<file path="config.mk">
export PLATFORM = sky130hd
export DESIGN_NAME = uart_rx_ctrl
export DESIGN_NICKNAME = d
export VERILOG_FILES = /design/src/rtl/uart_rx_ctrl.sv
export SDC_FILE = /design/constraint.sdc
export NUM_CORES = 1
export LEC_CHECK = 0
export CAP_MARGIN = 0
export CORE_MARGIN = 2
export CORE_UTILIZATION = 44
export DETAILED_ROUTE_END_ITERATION = 7
export GPL_TIMING_DRIVEN = 0
export PLACE_DENSITY = 0.74
export RECOVER_POWER = 25
export SYNTH_ARGS = -nofsm -noshare
export SYNTH_HDL_FRONTEND = slang
export SYNTH_SLANG_ARGS = --single-unit
</file>
<file path="constraint.sdc">
create_clock -name clk -period 2.2 [get_ports clk]
set_clock_uncertainty 0.2 [all_clocks]
set_input_delay 0.22 -clock clk [delete_from_list [all_inputs] [get_ports clk]]
set_output_delay 0.22 -clock clk [all_outputs]
set_load 0.1 [all_outputs]
</file>
<file path="src/rtl/uart_rx_ctrl.sv">
// UART receive controller: synchronizes rxd, times start/data/stop sampling and
// strobes an external 10-bit right-shift register, then validates the frame.
module uart_rx_ctrl #(
  parameter int unsigned CLKS_PER_BIT = 16
) (
  input  logic       clk,
  input  logic       rst,
  input  logic       en,
  input  logic       rxd,
  output logic       sr_shift,
  output logic       sr_sdi,
  input  logic [9:0] sr_q,
  output logic [7:0] data,
  output logic       data_valid,
  output logic       frame_err,
  output logic       busy
);

  localparam int unsigned HALF = CLKS_PER_BIT / 2;
  localparam int unsigned CW   = $clog2(CLKS_PER_BIT);
  localparam logic [CW-1:0] C_HALF_M1 = CW'(HALF - 1);
  localparam logic [CW-1:0] C_BIT_M1  = CW'(CLKS_PER_BIT - 1);

  typedef enum logic [1:0] {
    S_IDLE,
    S_START,
    S_DATA,
    S_CHECK
  } state_t;

  state_t        r_state;
  logic [CW-1:0] r_cnt;
  logic [3:0]    r_bitcnt;
  logic          r_armed;
  logic          r_sync1;
  logic          r_sync2;
  logic [7:0]    r_data;
  logic          r_data_valid;
  logic          r_frame_err;
  logic          r_busy;

  logic w_rxd_s;
  logic w_start_hit;
  logic w_bit_hit;
  logic w_shift;
  logic w_frame_ok;

  always_ff @(posedge clk or posedge rst) begin
    if (rst) begin
      r_sync1 <= 1'b1;
      r_sync2 <= 1'b1;
    end else begin
      r_sync1 <= rxd;
      r_sync2 <= r_sync1;
    end
  end

  assign w_rxd_s     = r_sync2;
  assign w_start_hit = (r_state == S_START) && (r_cnt == C_HALF_M1);
  assign w_bit_hit   = (r_state == S_DATA) && (r_cnt == C_BIT_M1);
  assign w_frame_ok  = !sr_q[0] && sr_q[9];

  // The shift strobe is decoded in the sampling cycle itself so that sr_q is
  // already complete when CHECK is evaluated one cycle after the stop sample.
  assign w_shift  = (w_start_hit && !w_rxd_s) || w_bit_hit;
  assign sr_shift = w_shift;
  assign sr_sdi   = w_rxd_s;

  always_ff @(posedge clk or posedge rst) begin
    if (rst) begin
      r_state      <= S_IDLE;
      r_cnt        <= '0;
      r_bitcnt     <= '0;
      r_armed      <= 1'b1;
      r_data       <= '0;
      r_data_valid <= 1'b0;
      r_frame_err  <= 1'b0;
      r_busy       <= 1'b0;
    end else begin
      r_data_valid <= 1'b0;
      r_frame_err  <= 1'b0;
      if (w_rxd_s) begin
        r_armed <= 1'b1;
      end
      case (r_state)
        S_IDLE: begin
          r_cnt    <= '0;
          r_bitcnt <= '0;
          if (en && r_armed && !w_rxd_s) begin
            r_state <= S_START;
            r_armed <= 1'b0;
            r_busy  <= 1'b1;
          end
        end
        S_START: begin
          if (w_start_hit) begin
            r_cnt <= '0;
            if (!w_rxd_s) begin
              r_state  <= S_DATA;
              r_bitcnt <= 4'd1;
            end else begin
              r_state <= S_IDLE;
              r_busy  <= 1'b0;
            end
          end else begin
            r_cnt <= r_cnt + 1'b1;
          end
        end
        S_DATA: begin
          if (w_bit_hit) begin
            r_cnt    <= '0;
            r_bitcnt <= r_bitcnt + 4'd1;
            if (r_bitcnt == 4'd9) begin
              r_state <= S_CHECK;
            end
          end else begin
            r_cnt <= r_cnt + 1'b1;
          end
        end
        S_CHECK: begin
          r_state  <= S_IDLE;
          r_busy   <= 1'b0;
          r_cnt    <= '0;
          r_bitcnt <= '0;
          if (w_frame_ok) begin
            r_data       <= sr_q[8:1];
            r_data_valid <= 1'b1;
          end else begin
            r_frame_err <= 1'b1;
            // A low stop bit with the line still low is a break: wait for idle.
            if (!w_rxd_s) begin
              r_armed <= 1'b0;
            end
          end
        end
        default: begin
          r_state <= S_IDLE;
          r_busy  <= 1'b0;
          r_cnt   <= '0;
        end
      endcase
    end
  end

  assign data       = r_data;
  assign data_valid = r_data_valid;
  assign frame_err  = r_frame_err;
  assign busy       = r_busy;

  a_pulse_excl : assert property (@(posedge clk) disable iff (rst)
    !(data_valid && frame_err));

endmodule

</file>
=== After elaboration in Yosys (flattened, before gate mapping) ===
Cells that the tools add are included.

* Add/sub/neg operators: 2
* Eq/ne operators: 12
* Mux-type cells: 26
* Reductions and logical operators: 16

{| class="wikitable"
|+ Operators by type and width
! operator !! number
|-
| $pmux 4 s3 || 2
|-
| $mux 4 || 5
|-
| $mux 1 || 11
|-
| $mux 2 || 5
|-
| $ne 2x2->1 const B || 5
|-
| $add 4x1->4 const B || 2
|-
| $eq 4x4->1 const B || 2
|-
| $pmux 2 s4 || 1
|-
| $reduce_and 4->1 || 2
|-
| $logic_and 1x1->1 || 6
|-
| $eq 2x2->1 const B || 2
|-
| $eq 4x3->1 const B || 1
|-
| $pmux 1 s3 || 1
|-
| $reduce_and 3->1 || 1
|-
| $reduce_bool 3->1 || 1
|-
| $eq 2x1->1 const B || 1
|-
| $logic_not 1->1 || 2
|-
| $logic_not 2->1 || 1
|-
| $ne 2x1->1 const B || 1
|-
| $pmux 1 s2 || 1
|-
| $reduce_and 2->1 || 1
|-
| $reduce_or 2->1 || 1
|-
| $logic_or 1x1->1 || 1
|}

* Bits in registers: 24
* Input port bits: 14
* Output and inout bits: 13
* Word-level logic and storage cells: 66

=== Longest topological paths before layout ===
* Depth after elaboration: 4
* Gate-level depth with buffers: 7

=== Worst setup path before layout ===
OpenSTA, ideal clock, no wires.

* Path type: register to output
* From: register (tool-made name)
* To: output port sr_shift
* Arrival: 2.254 ns
* Required time: 1.780 ns
* Slack: -0.474 ns
* Stages on the path, launching flop included: 7
* Cell sequence: dfrtp_1 inv_1 ha_1 buf_6 nor2b_1 mux2i_1 nor2_1

{| class="wikitable"
|+ RTL lines
! item !! RTL line !! source
|-
| end, declared || 10 || <nowiki>output logic sr_shift,</nowiki>
|}

=== Final worst setup path ===
* From: register r_state[0]
* To: output port sr_shift

* Cells in the longest elaborated chain, start to end: 4

{| class="wikitable"
|+ Ends and longest elaborated chain
! item !! RTL line !! source
|-
| start, declared || 31 || <nowiki>state_t r_state;</nowiki>
|-
| start signal, assigned || 71 || <nowiki>r_state <= S_IDLE;</nowiki>
|-
| start signal, assigned || 90 || <nowiki>r_state <= S_START;</nowiki>
|-
| start signal, assigned || 99 || <nowiki>r_state <= S_DATA;</nowiki>
|-
| $eq 2x1->1 || 59 || <nowiki>assign w_start_hit = (r_state == S_START) && (r_cnt == C_HALF_M1);</nowiki>
|-
| $logic_and 1x1->1 || 59 ||
|-
| $logic_and 1x1->1 || 65 || <nowiki>assign w_shift = (w_start_hit && !w_rxd_s) || w_bit_hit;</nowiki>
|-
| $logic_or 1x1->1 * || 65 ||
|}

Mark *: on every way between the ends. The rest lies on a longest branch, timed or not.

==> impl_metrics.ini <==
[power_and_ir_drop]
p_leak_nw = 0.721
p_seq_frac = 0.304
power.internal_mw = 1.08
pwr-share-clk = 0.101
p_per_area_mw_per_mm2 = 1490
switching_share = 0.529
switching_power_mw = 1.21
ir_drop_uv = 1380
p_comb_frac = 0.595

[global_routing]
track_usage = 0.148
antenna_found_initial = 0
grt_pass1_vias = 826
grt_max_degree = 25
grt.overflow.total = 0
grt_first_pass_wirelength_um = 3680

[drt]
first_pass_iters = 4
vias_per_cell = 5.23
drc = 0
avgRoutedWirePerCell_um = 13.4
wirelength_um = 2200
via_count = 857
first_iter_violations = 15
drt.antenna.violating_nets = 0

[hold_path]
min_to = sr_sdi$_DFF_PP1_
holdPathStages = 0
min-delay-start = r_sync1$_DFF_PP1_
hold_class = reg -> reg

[yosys]
synthFlopType = dfrtp_1
synth.avg_cell_area_um2 = 11.4
synth-edff-count = 0
synth_cell_types = 31
netlist_area_mm2 = 0.00118
ys_ff_latch = 24
yosys_warnings = 0
synthArstFlopShare = 1.00
yosysSeqAreaShare = 0.513
synth_cells = 103
syn-num-nets = 125

[final_layout]
layout-drive-gt1-share = 0.149
diodes = 0
nNetsFinal = 157
areaGrowthSynthToFinish_pct = 30.1
final_cells = 164

[sta]
timing.fmax_mhz = 467
fin_crit_sh = 0.974
rsz0062_at_grt = true
slew_violations = 0
tightestPinTransition_ns = 0.968
fin_setup_tns_ns = 0
finalSetupViolCount = 0
finalHoldViolCount = 0
maxSlewHeadroom = 0.357
fin_crit_ns = 2.14

[floorplanning]
die_area_mm2 = 0.00311
io_pins = 27
core_area_mm2 = 0.00250
die_width_um = 55.7
initial_core_util = 0.471
die_y_um = 55.7
num_rows = 18

[critical_path]
crit_required_ns = 1.78
end_kind = primary output
cp-start-kind = flip-flop
reg2reg_depth = 7
crit_arrival_ns = 1.72
crit_fanout = 7
r2r_slack_ns = 0.08
startpoint = r_state[0]$_DFFE_PP0P_
worstSetupPathType = reg -> out

[placement]
dpl.hpwl_um = 1680
gp_congestion = 0.757
placed_cells = 159
io_buffers = 26

[clock_tree]
clk_pin_slew_ns = 0.13
htree_num_levels = 1
cts_made_buffers = 3
cts.sinks = 24
clockBufferDepth = 2
root_buffer = clkbuf_4
ctsHoldBuffers = 0
cts_tree = built
clock_latency_ns = 0.31

[flow_run]
maxCapViolations = 0

[outcome]
outcome = completed
[worst max path at each step]
stage | endpoint | depth (start not counted) | slack, ns
6_report | sr_shift | 5 | 0.06
4_1_cts | sr_sdi | 1 | -0.01
5_1_grt | sr_shift | 7 | -0.04
2_1_floorplan | r_bitcnt[3]$_DFFE_PP0P_ | 4 | 0.14
3_5_place_dp | sr_shift | 7 | -0.66
3_3_place_gp | sr_shift | 7 | -0.58
[cell families (layout without fill, tap and decap cells)]
family	Yosys count	count (layout)	synth area share
xor+xnor	1	1	0.00744
compound gates	18	18	0.104
flops	24	24	0.513
buf+inv	8	39	0.0329
fa+ha+maj	8	8	0.0850
simple gates	32	32	0.146
mux	12	12	0.112
[cells in the final DEF, fill, tap and decap left out, types with 2 or more instances in the layout]
master,Yosys,final
dfstp_2,3,3
inv_1,5,4
nor2_1,8,6
nand2_1,7,7
dfrtp_1,21,20
o21ai_1,4,4
mux2_1,9,9
clkdlybuf4s50_1,0,11
inv_2,1,2
nand3b_1,2,2
a21oi_1,4,4
and4b_1,2,2
nand3_1,6,6
clkbuf_4,0,3
mux2i_1,3,3
dlygate4sd2_1,0,11
dlygate4sd3_1,0,2
ha_1,8,7
o31ai_1,3,3
[final cells by class]
class / instances / area (µm²)
multi-input combinational: 71 / 554
tap: 30 / 37.5
clock buffer: 4 / 36.3
buffer: 2 / 16.3
fill: 209 / 968
sequential: 24 / 606
timing repair buffer: 27 / 259
inverter: 6 / 22.5
[registers in the layout, summed over array words and instances, names as in the netlist, named ones only]
name and flops:
r_bitcnt 4, data_valid 1, r_cnt 4, busy 1
r_armed 1, r_state 1, data 8, frame_err 1
r_sync1 1, sr_sdi 1
[what timing repair did]
action | in CTS | in global routing
setup buffers | 0 | 1
pin swaps | 0 | 1
gates resized for setup | 24 | 5
endpoints found under the setup margin | 13 | 5
cloned | 0 | 0
[per-layer routing]
metal	global-route usage	routed length [µm]
met2	0.241	1030
met5	0	0
met4	0.0627	36
met1	0.192	1060
met3	0.0256	79
[synthesized netlist by cell type (all sizes together) (2+ instances only)]
| cell type | instances | share of area |
|---|---|---|
| a211oi | 2 | 0.017 |
| dfrtp | 21 | 0.45 |
| and4b | 2 | 0.017 |
| mux2 | 9 | 0.086 |
| nor2 | 8 | 0.026 |
| nand2 | 7 | 0.022 |
| nand3 | 6 | 0.026 |
| nor2b | 2 | 0.011 |
| ha | 8 | 0.085 |
| o31ai | 3 | 0.019 |
| mux2i | 3 | 0.026 |
| a21oi | 4 | 0.017 |
| inv | 6 | 0.019 |
| dfstp | 3 | 0.067 |
| nand3b | 2 | 0.013 |
| o21ai | 4 | 0.017 |
| buf | 2 | 0.014 |
[power by group through the flow]
stage	clock network (mW)	logic (mW)	registers (mW)
after floorplan	0	0.508	1.28
after global placement	0	1.38	0.693
after detailed placement	0	1.41	0.705
after CTS	0.242	1.37	0.693
after global routing	0.257	1.45	0.717
final	0.231	1.36	0.695
[per-stage QoR]
step            util  power (mW)  hold slack [ns]  cell area, µm²  worst slack (ns)
6_report       0.613        2.28            0.165            1530            0.0567
5_1_grt        0.613        2.42            0.174            1530           -0.0435
4_1_cts        0.609        2.30           0.0914            1520           -0.0120
3_5_place_dp   0.593        2.11            0.147            1480            -0.662
3_3_place_gp   0.593        2.07            0.148            1480            -0.577
2_1_floorplan      -        1.79           0.0245            1180             0.140
[worst max-delay path, stage by stage, from the launching register on]
cell and delay [ns]:
dfrtp_1 0.44, inv_1 0.14, ha_1 0.34, mux2i_1 0.18
nor2_4 0.13, buf_12 0.18
No activity file was read; power rests on OpenSTA's default activity.
